`config.mk`:
```
export PLATFORM = sky130hd
export DESIGN_NAME = orb_m16_rx
export DESIGN_NICKNAME = d
export VERILOG_FILES = /design/src/rtl/orb_m16_pkg.sv /design/src/rtl/orb_bit_sampler.sv /design/src/rtl/orb_m16_rx.sv
export SDC_FILE = /design/constraint.sdc
export NUM_CORES = 1
export LEC_CHECK = 0
export CAP_MARGIN = 20
export CORE_AREA = 4 4 116 118
export DETAILED_ROUTE_END_ITERATION = 6
export DIE_AREA = 0 0 120 122
export PLACE_DENSITY = 0.44
export SLEW_MARGIN = 20
export SYNTH_ARGS = -nofsm -noshare
export SYNTH_HDL_FRONTEND = slang
export SYNTH_HIERARCHICAL = 1
export SYNTH_SLANG_ARGS = --single-unit
```
`constraint.sdc`:
```
create_clock -name clk -period 2.35 [get_ports clk]
set_input_delay 0.235 -clock clk [delete_from_list [all_inputs] [get_ports clk]]
set_output_delay 0.235 -clock clk [all_outputs]
set_load 0.02 [all_outputs]
```
`src/rtl/orb_m16_pkg.sv`:
```
// Shared widths, default frame marker and receiver state encoding for the
// M16 orbit telemetry receive path.
package orb_m16_pkg;

    localparam int ORB_WORD_W = 12;
    localparam int ORB_ADDR_W = 11;
    localparam logic [ORB_WORD_W-1:0] ORB_SYNC_WORD = 12'hF21;

    typedef enum logic {
        HUNT = 1'b0,
        LOCK = 1'b1
    } orbState_t;

endpackage

```
`src/rtl/orb_bit_sampler.sv`:
```
// Brings the asynchronous orbit line into the clk domain and recovers NRZ bits
// by sampling mid-bit with a phase counter that re-centres on every line edge.
module orb_bit_sampler #(
    parameter int BIT_DIV = 32
) (
    input  logic clk,
    input  logic rst,
    input  logic orbLine,
    output logic bitVal,
    output logic bitStb
);

    localparam int PH_W = $clog2(BIT_DIV);
    localparam logic [PH_W-1:0] PH_LAST   = PH_W'(BIT_DIV - 1);
    localparam logic [PH_W-1:0] PH_SAMPLE = PH_W'(BIT_DIV / 2 - 1);

    logic [2:0]      syncReg;
    logic [PH_W-1:0] phase;
    logic            lineEdge;

    assign lineEdge = syncReg[1] ^ syncReg[2];

    // An edge landing on the sample phase restarts the bit and suppresses the sample.
    always_ff @(posedge clk) begin
        if (rst) begin
            syncReg <= '0;
            phase   <= '0;
            bitVal  <= 1'b0;
            bitStb  <= 1'b0;
        end else begin
            syncReg <= {syncReg[1:0], orbLine};
            bitStb  <= 1'b0;
            if (lineEdge) begin
                phase <= '0;
            end else begin
                if (phase == PH_SAMPLE) begin
                    bitStb <= 1'b1;
                    bitVal <= syncReg[1];
                end
                phase <= (phase == PH_LAST) ? '0 : phase + 1'b1;
            end
        end
    end

endmodule

```
`src/rtl/orb_m16_rx.sv`:
```
// M16 orbit link receiver: hunts for the frame marker, then deserialises
// 12-bit words and writes them with their frame index to the frame RAM.
module orb_m16_rx
    import orb_m16_pkg::*;
#(
    parameter int                     BIT_DIV     = 32,
    parameter int                     FRAME_WORDS = 2048,
    parameter logic [ORB_WORD_W-1:0]  SYNC_WORD   = ORB_SYNC_WORD,
    parameter int                     MISS_MAX    = 3
) (
    input  logic                  clk,
    input  logic                  rst,
    input  logic                  iOrb,
    output logic [ORB_WORD_W-1:0] oWord,
    output logic [ORB_ADDR_W-1:0] oAddr,
    output logic                  oWE,
    output logic                  oFrameStart,
    output logic                  oLocked,
    output logic                  oSyncLost
);

    localparam int MISS_W = $clog2(MISS_MAX + 1);
    localparam logic [MISS_W-1:0]     MISS_LAST = MISS_W'(MISS_MAX - 1);
    localparam logic [ORB_ADDR_W-1:0] IDX_LAST  = ORB_ADDR_W'(FRAME_WORDS - 1);

    logic                  bitVal;
    logic                  bitStb;
    orbState_t             state;
    logic [ORB_WORD_W-1:0] shiftReg;
    logic [ORB_WORD_W-1:0] srNext;
    logic [3:0]            bitCnt;
    logic [ORB_ADDR_W-1:0] wordIdx;
    logic [MISS_W-1:0]     missCnt;

    orb_bit_sampler #(.BIT_DIV(BIT_DIV)) bitSampler (
        .clk     (clk),
        .rst     (rst),
        .orbLine (iOrb),
        .bitVal  (bitVal),
        .bitStb  (bitStb)
    );

    assign srNext = {shiftReg[ORB_WORD_W-2:0], bitVal};

    always_ff @(posedge clk) begin
        if (rst) begin
            state       <= HUNT;
            shiftReg    <= '0;
            bitCnt      <= '0;
            wordIdx     <= '0;
            missCnt     <= '0;
            oWord       <= '0;
            oAddr       <= '0;
            oWE         <= 1'b0;
            oFrameStart <= 1'b0;
            oLocked     <= 1'b0;
            oSyncLost   <= 1'b0;
        end else begin
            oWE         <= 1'b0;
            oFrameStart <= 1'b0;
            oSyncLost   <= 1'b0;
            if (bitStb) begin
                shiftReg <= srNext;
                case (state)
                    HUNT: begin
                        if (srNext == SYNC_WORD) begin
                            state       <= LOCK;
                            oLocked     <= 1'b1;
                            oWord       <= SYNC_WORD;
                            oAddr       <= '0;
                            oWE         <= 1'b1;
                            oFrameStart <= 1'b1;
                            bitCnt      <= '0;
                            wordIdx     <= ORB_ADDR_W'(1);
                            missCnt     <= '0;
                        end
                    end
                    LOCK: begin
                        if (bitCnt == 4'd11) begin
                            bitCnt  <= '0;
                            wordIdx <= (wordIdx == IDX_LAST) ? '0 : wordIdx + 1'b1;
                            // Word 0 carries the marker; a run of bad markers drops lock without writing.
                            if (wordIdx != '0) begin
                                oWord <= srNext;
                                oAddr <= wordIdx;
                                oWE   <= 1'b1;
                            end else if (srNext == SYNC_WORD) begin
                                missCnt     <= '0;
                                oWord       <= srNext;
                                oAddr       <= wordIdx;
                                oWE         <= 1'b1;
                                oFrameStart <= 1'b1;
                            end else if (missCnt == MISS_LAST) begin
                                state     <= HUNT;
                                oLocked   <= 1'b0;
                                oSyncLost <= 1'b1;
                                missCnt   <= '0;
                            end else begin
                                missCnt <= missCnt + 1'b1;
                                oWord   <= srNext;
                                oAddr   <= wordIdx;
                                oWE     <= 1'b1;
                            end
                        end else begin
                            bitCnt <= bitCnt + 1'b1;
                        end
                    end
                    default: state <= HUNT;
                endcase
            end
        end
    end

endmodule

```
# Word level (Yosys, flattened, before mapping)
# Cells that the tools add are included.
[op_classes] addsub=4 eq_ne=12 n_mux=44 bitwise=5 n_reduce_logical=11
[op_table] cell="2-to-1 mux 11 bit" n=8
[op_table] cell="2-to-1 mux 12 bit" n=5
[op_table] cell="case mux 11 bit (2 select lines)" n=2
[op_table] cell="case mux 12 bit (2 select lines)" n=1
[op_table] cell="2-to-1 mux 1 bit" n=15
[op_table] cell="== test 12 bit (second input constant)" n=1
[op_table] cell="adder 11 x 1 -> 11 bit (second input constant)" n=1
[op_table] cell="== test 11 bit (second input constant)" n=1
[op_table] cell="nonzero test 11 bit" n=1
[op_table] cell="2-to-1 mux 2 bit" n=5
[op_table] cell="2-to-1 mux 4 bit" n=2
[op_table] cell="case mux 1 bit (2 select lines)" n=4
[op_table] cell="case mux 4 bit (2 select lines)" n=1
[op_table] cell="AND reduction 4 bit" n=2
[op_table] cell="inequality test 2 bit (second input constant)" n=3
[op_table] cell="AND reduction 6 bit" n=1
[op_table] cell="OR reduction 6 bit" n=1
[op_table] cell="adder 5 x 1 -> 5 bit (second input constant)" n=1
[op_table] cell="== test 5 x 4 -> 1 bit (second input constant)" n=1
[op_table] cell="== test 5 bit (second input constant)" n=1
[op_table] cell="adder 4 x 1 -> 4 bit (second input constant)" n=1
[op_table] cell="== test 4 bit (second input constant)" n=1
[op_table] cell="inequality test 2 x 1 -> 1 bit (second input constant)" n=2
[op_table] cell="inequality test 4 bit (second input constant)" n=1
[op_table] cell="9 further kinds" n=14
[word_totals] register_bits=66 input_bits=3 out_inout_bits=27

# Depth between registers and ports, before layout
[depth] word_depth=6 ltp_mapped=9 ltp_nobuf=7

# Modules after synthesis
# The synthesis kept the hierarchy.
[modules_own_cells] module="orb_m16_rx" instances=1 cells_per_inst=283 area_per_inst_um2=2462.4 seq_area_each_um2=1121.1
[modules_own_cells] module="orb_bit_sampler" instances=1 cells_per_inst=35 area_per_inst_um2=361.6 seq_area_each_um2=200.2

# Worst setup path before layout
# Ideal clock, no wire load.
[synth_path] path_kind="register -> register" from="register bitCnt[0]" to="register bitCnt[3]" arrival_time_ns=1.987 path_slack_ns=0.303 stages_incl_launch_ff=8 synth_period_minus_slack_ns=2.047 path_cell_list="dfxtp_1 ha_1 and3b_1 and3_1 clkbuf_1 or3_1 or4_1 nand2_1"
[synth_between] elab_chain_len=3 elab_cells_between_ends=4
[synth_lines] item="start: declaration" line="orb_m16_rx.sv:31" rtl="logic [3:0] bitCnt;"
[synth_lines] item="start signal: assignment" line="orb_m16_rx.sv:105" rtl="bitCnt <= bitCnt + 1'b1;"
[synth_lines] item="adder 4 x 1 -> 4 bit or == test 4 bit (tied branches)" line="orb_m16_rx.sv:105, orb_m16_rx.sv:79"
[synth_lines] item="2-to-1 mux 4 bit *" line="orb_m16_rx.sv:79" rtl="if (bitCnt == 4'd11) begin"
[synth_lines] item="case mux 4 bit (2 select lines) *" line="orb_m16_rx.sv:64" rtl="case (state)"
# Mark *: on every way between the ends. The rest lies on a longest branch, timed or not.
# A chain may end at the register's enable or synchronous reset.

# Final worst setup path
[layout_path] from="register shiftReg[8]" to="register oAddr[1]"
[layout_between] elab_chain_len=5 elab_cells_between_ends=8
[layout_lines] item="start: declaration" line="orb_m16_rx.sv:29" rtl="logic [ORB_WORD_W-1:0] shiftReg;"
[layout_lines] item="start signal: assignment" line="orb_m16_rx.sv:63" rtl="shiftReg <= srNext;"
[layout_lines] item="== test 12 bit *" line="orb_m16_rx.sv:66, orb_m16_rx.sv:87"
[layout_lines] item="2-to-1 mux 11 bit" line="orb_m16_rx.sv:87" rtl="end else if (srNext == SYNC_WORD) begin"
[layout_lines] item="2-to-1 mux 11 bit" line="orb_m16_rx.sv:83" rtl="if (wordIdx != '0) begin"
[layout_lines] item="2-to-1 mux 11 bit" line="orb_m16_rx.sv:79"
[layout_lines] item="case mux 11 bit (2 select lines)" line="orb_m16_rx.sv:64"
[layout_lines] item="end signal: assignment" line="orb_m16_rx.sv:85" rtl="oAddr <= wordIdx;"
[layout_lines] item="end signal: assignment" line="orb_m16_rx.sv:90" rtl="oAddr <= wordIdx;"
[layout_lines] item="end signal: assignment" line="orb_m16_rx.sv:101" rtl="oAddr <= wordIdx;"
[layout_lines] item="end: declaration" line="orb_m16_rx.sv:15" rtl="output logic [ORB_ADDR_W-1:0] oAddr,"
# Mark *: on every way between the ends. The rest lies on a longest branch, timed or not. The select of a mux whose other input is x is not followed.

==> results.sh <==
export IMPL_crit_type="register to register"
export IMPL_hold_viol_final=0
export IMPL_setup_viol=0
export IMPL_fp_dieH_um=122
export IMPL_pwr_share_seq=0.448
export IMPL_cp_end_kind="register"
export IMPL_grt_util_met2=0.161
export IMPL_start_util=0.227
export IMPL_critPathArrivalTime_ns=2.42
export IMPL_r2r_cells=6
export IMPL_clock_sinks=66
export IMPL_ys_types=47
export IMPL_io_pins=30
export IMPL_crit_start="shiftReg[8]"
export IMPL_power_frac_clock=0.536
export IMPL_async_flop_share=0
export IMPL_drc=0
export IMPL_r2r_start="shiftReg[8]"
export IMPL_synth_nets=327
export IMPL_num_vias=2397
export IMPL_die_x_um=120
export IMPL_cts_root_buf="clkbuf_16"
export IMPL_cp_top_family="simple AND/OR/NAND/NOR gates"
export IMPL_grt_use_met1=0.138
export IMPL_internal_power_w=0.00202
export IMPL_combinationalPowerShare=0.016
export IMPL_avgSynthCellArea_um2=8.88
export IMPL_diodes=0
export IMPL_finalClockSkew_ns=0.00422
export IMPL_r2r_slack_ns=0.19
export IMPL_synth_warnings=6
export IMPL_setup_slack_ns=0.188
export IMPL_synth_seq_cells=66
export IMPL_synthTopCellsByArea="dfxtp_1, o21ai_0, a21oi_1, mux2i_1, nor2_1"
export IMPL_min_path_type="primary input to register"
export IMPL_p_leak_nw=1.24
export IMPL_synth_top_cell_by_area="dfxtp_1"
export IMPL_regArea_um2=1320
export IMPL_worst_path_stages=6
export IMPL_port_buffers=29
export IMPL_maxSlewHeadroom=0.662
export IMPL_startpoint_type="register"
export IMPL_slew_viol_final=0
export IMPL_place_ws_ns=0.157
export IMPL_drtIter0Drc=112
export IMPL_syn2layout_area_growth_pct=29.6
export IMPL_worst_slew_pin_transition_ns=0.502
export IMPL_cp_num_buf_inv=1
export IMPL_p_per_area_nw_per_um2=689
export IMPL_gp_congestion=0.783
export IMPL_crit_required_ns=2.61
export IMPL_ys_seq_area_frac=0.468
export IMPL_path_max_fanout=12
export IMPL_drt_first_pass_iters=4
export IMPL_reg2reg_to="oAddr[1]"
export IMPL_via_per_inst=4.50
export IMPL_synthCells=318
export IMPL_ctsHoldBuffers=0
export IMPL_period_share=0.920
export IMPL_switching_share=0.200
export IMPL_setup_tns_final_ns=0
export IMPL_multiInputGateArea_um2=1340
export IMPL_status="complete, no violations"
export IMPL_syn_area_um2=2820
export IMPL_nFillCells=1321
export IMPL_gr_usage_met3=0.0339
export IMPL_dieArea_um2=14600
export IMPL_cts_buffers=9
export IMPL_row_count=41
export IMPL_layout_min_cycle_time_ns=2.16
export IMPL_switching_power_w=0.000505
export IMPL_h_tree_depth=3
export IMPL_max_freq_mhz=462
export IMPL_clock_path_buffers=2
export IMPL_maxCapViolCount=0
export IMPL_coreArea_um2=12500
export IMPL_ys_flop_type="dfxtp_1"
export IMPL_grt_pass1_vias=2382
export IMPL_crit_path_end="oAddr[1]"
export IMPL_antenna_found_initial=0
export IMPL_final_layout_size_suffix_gt1_frac=0.111
export IMPL_cp_cell_sequence="or4b_4, nor4_4, or2_1, buf_4, nand4_1, a21oi_1"
export IMPL_antenna_left=0
export IMPL_ir_drop_uv=385
export IMPL_grt_max_degree=28
export IMPL_nets=365
export IMPL_slowest_delay_ns=0.52
export IMPL_synth_edf_count=0
export IMPL_rsz0062_at_grt="false"
export IMPL_grt_overflow=0
export IMPL_grt_use_total=0.105
export IMPL_clk_latency_ns=0.33
export IMPL_synth_top_area_frac=0.468
export IMPL_clk_pin_slew_ns=0.05
export IMPL_routed_wl_mm=7.21
export IMPL_top_usage_layer="met2"
export IMPL_cts_tree="built"
export IMPL_grt_pass1_wl_mm=12.1
export IMPL_dpl_hpwl_mm=5.29
export IMPL_post_drt_wl_per_cell_um=13.5
export IMPL_cp_slowest_cell="or4b_4"
layer usage:
| layer | vias to the layer above | share of wire |
|---|---|---|
| li1 | 1214 | - |
| met1 | 1126 | 0.49 |
| met2 | 42 | 0.46 |
| met3 | 15 | 0.040 |
| met4 | 0 | 0.019 |
| met5 | - | 0 |
power groups by stage:
stage	clock network, W	registers, W	logic, W
6_report	0.00135	0.00113	0.0000404
5_1_grt	0.00145	0.00113	0.0000440
4_1_cts	0.00139	0.00113	0.0000405
3_5_place_dp	0	0.00115	0.0000405
3_3_place_gp	0	0.00115	0.0000398
2_1_floorplan	0	0.00115	0.0000246
cells by family (layout without fill, tap and decap cells):
family	count (synthesis)	after routing	share of synthesized area
AOI/OAI and AO/OA	75	75	0.154
xor gates and xnor gates	8	8	0.0248
adders and majority gates	6	6	0.0266
buffers and inverters	35	78	0.0580
DFF	66	66	0.468
muxes	12	12	0.0425
and+or+nand+nor	116	116	0.226
flip-flops by register name (all words and copies together), names as in the netlist:
signal,cells
bitCnt,4
oAddr,11
oLocked,1
wordIdx,11
oWE,1
oWord,12
state,1
bitSampler/phase,5
shiftReg,11
oSyncLost,1
bitSampler/syncReg,3
missCnt,2
oFrameStart,1
bitSampler/bitStb,1
bitSampler/bitVal,1
how the worst min path moves through the flow:
| stage | from | end | slack, ns | depth (start not counted) |
|---|---|---|---|---|
| detailed placement | bitSampler/syncReg[0] | bitSampler/syncReg[1] | 0.43 | 1 |
| global route | rst | oWord[11] | 0.26 | 2 |
| finish | rst | state | 0.25 | 2 |
| CTS | rst | state | 0.24 | 2 |
| global placement | bitSampler/syncReg[0] | bitSampler/syncReg[1] | 0.42 | 1 |
| floorplan | rst | bitSampler/bitVal | 0.30 | 1 |
through the flow:
step                instances  area [µm²]  power, W   util  hold WS, ns
CTS                       533        3660   0.00256  0.293        0.238
finish                    533        3660   0.00252  0.294        0.247
floorplan                 318        2820   0.00118      -        0.304
global route              533        3660   0.00262  0.294        0.262
global placement          517        3350   0.00119  0.269        0.417
detailed placement        517        3350   0.00119  0.269        0.426
placed cells by master (no fill, tap or decap), drive strengths merged, types with 6 or more instances in the layout:
cell type and count:
a21oi 28, nor2b 6, buf 19, clkbuf 12
dfxtp 66, inv 15, nor2 31, xor2 6
nand4 16, clkdlybuf4s50 28, nand2 14, ha 6
nor4 7, a311oi 7, nor3 11, o21ai 29
nand3 13, mux2i 12
cell usage after synthesis (all sizes together), types with 2 or more instances:
master  instances
o21ai          29
clkbuf         12
inv            15
nand2b          2
nand4b          2
nand4          16
a21oi          28
nor2b           6
nand3          13
o211ai          2
a311oi          7
mux2i          12
xnor2           2
or3             3
nor3           11
nand2          14
nor2           31
or2             2
xor2            6
nor4            7
dfxtp          66
buf             8
ha              6
and3            3
timing repair:
action | in CTS | in global routing
buffers inserted | 0 | 0
endpoints found under the hold margin | 0 | 0
gates resized for setup | 0 | 1
setup endpoints to repair | 0 | 1
final cells by class:
| type | instances | share of cell area |
|---|---|---|
| clock buffer | 12 | 0.0701 |
| timing repair buffer | 47 | 0.115 |
| multi-input combinational | 217 | 0.366 |
| clock inverter | 4 | 0.0137 |
| sequential | 66 | 0.361 |
| tap | 172 | 0.0588 |
| inverter | 15 | 0.0154 |
Note: power is estimated with default switching activity, not from simulation.
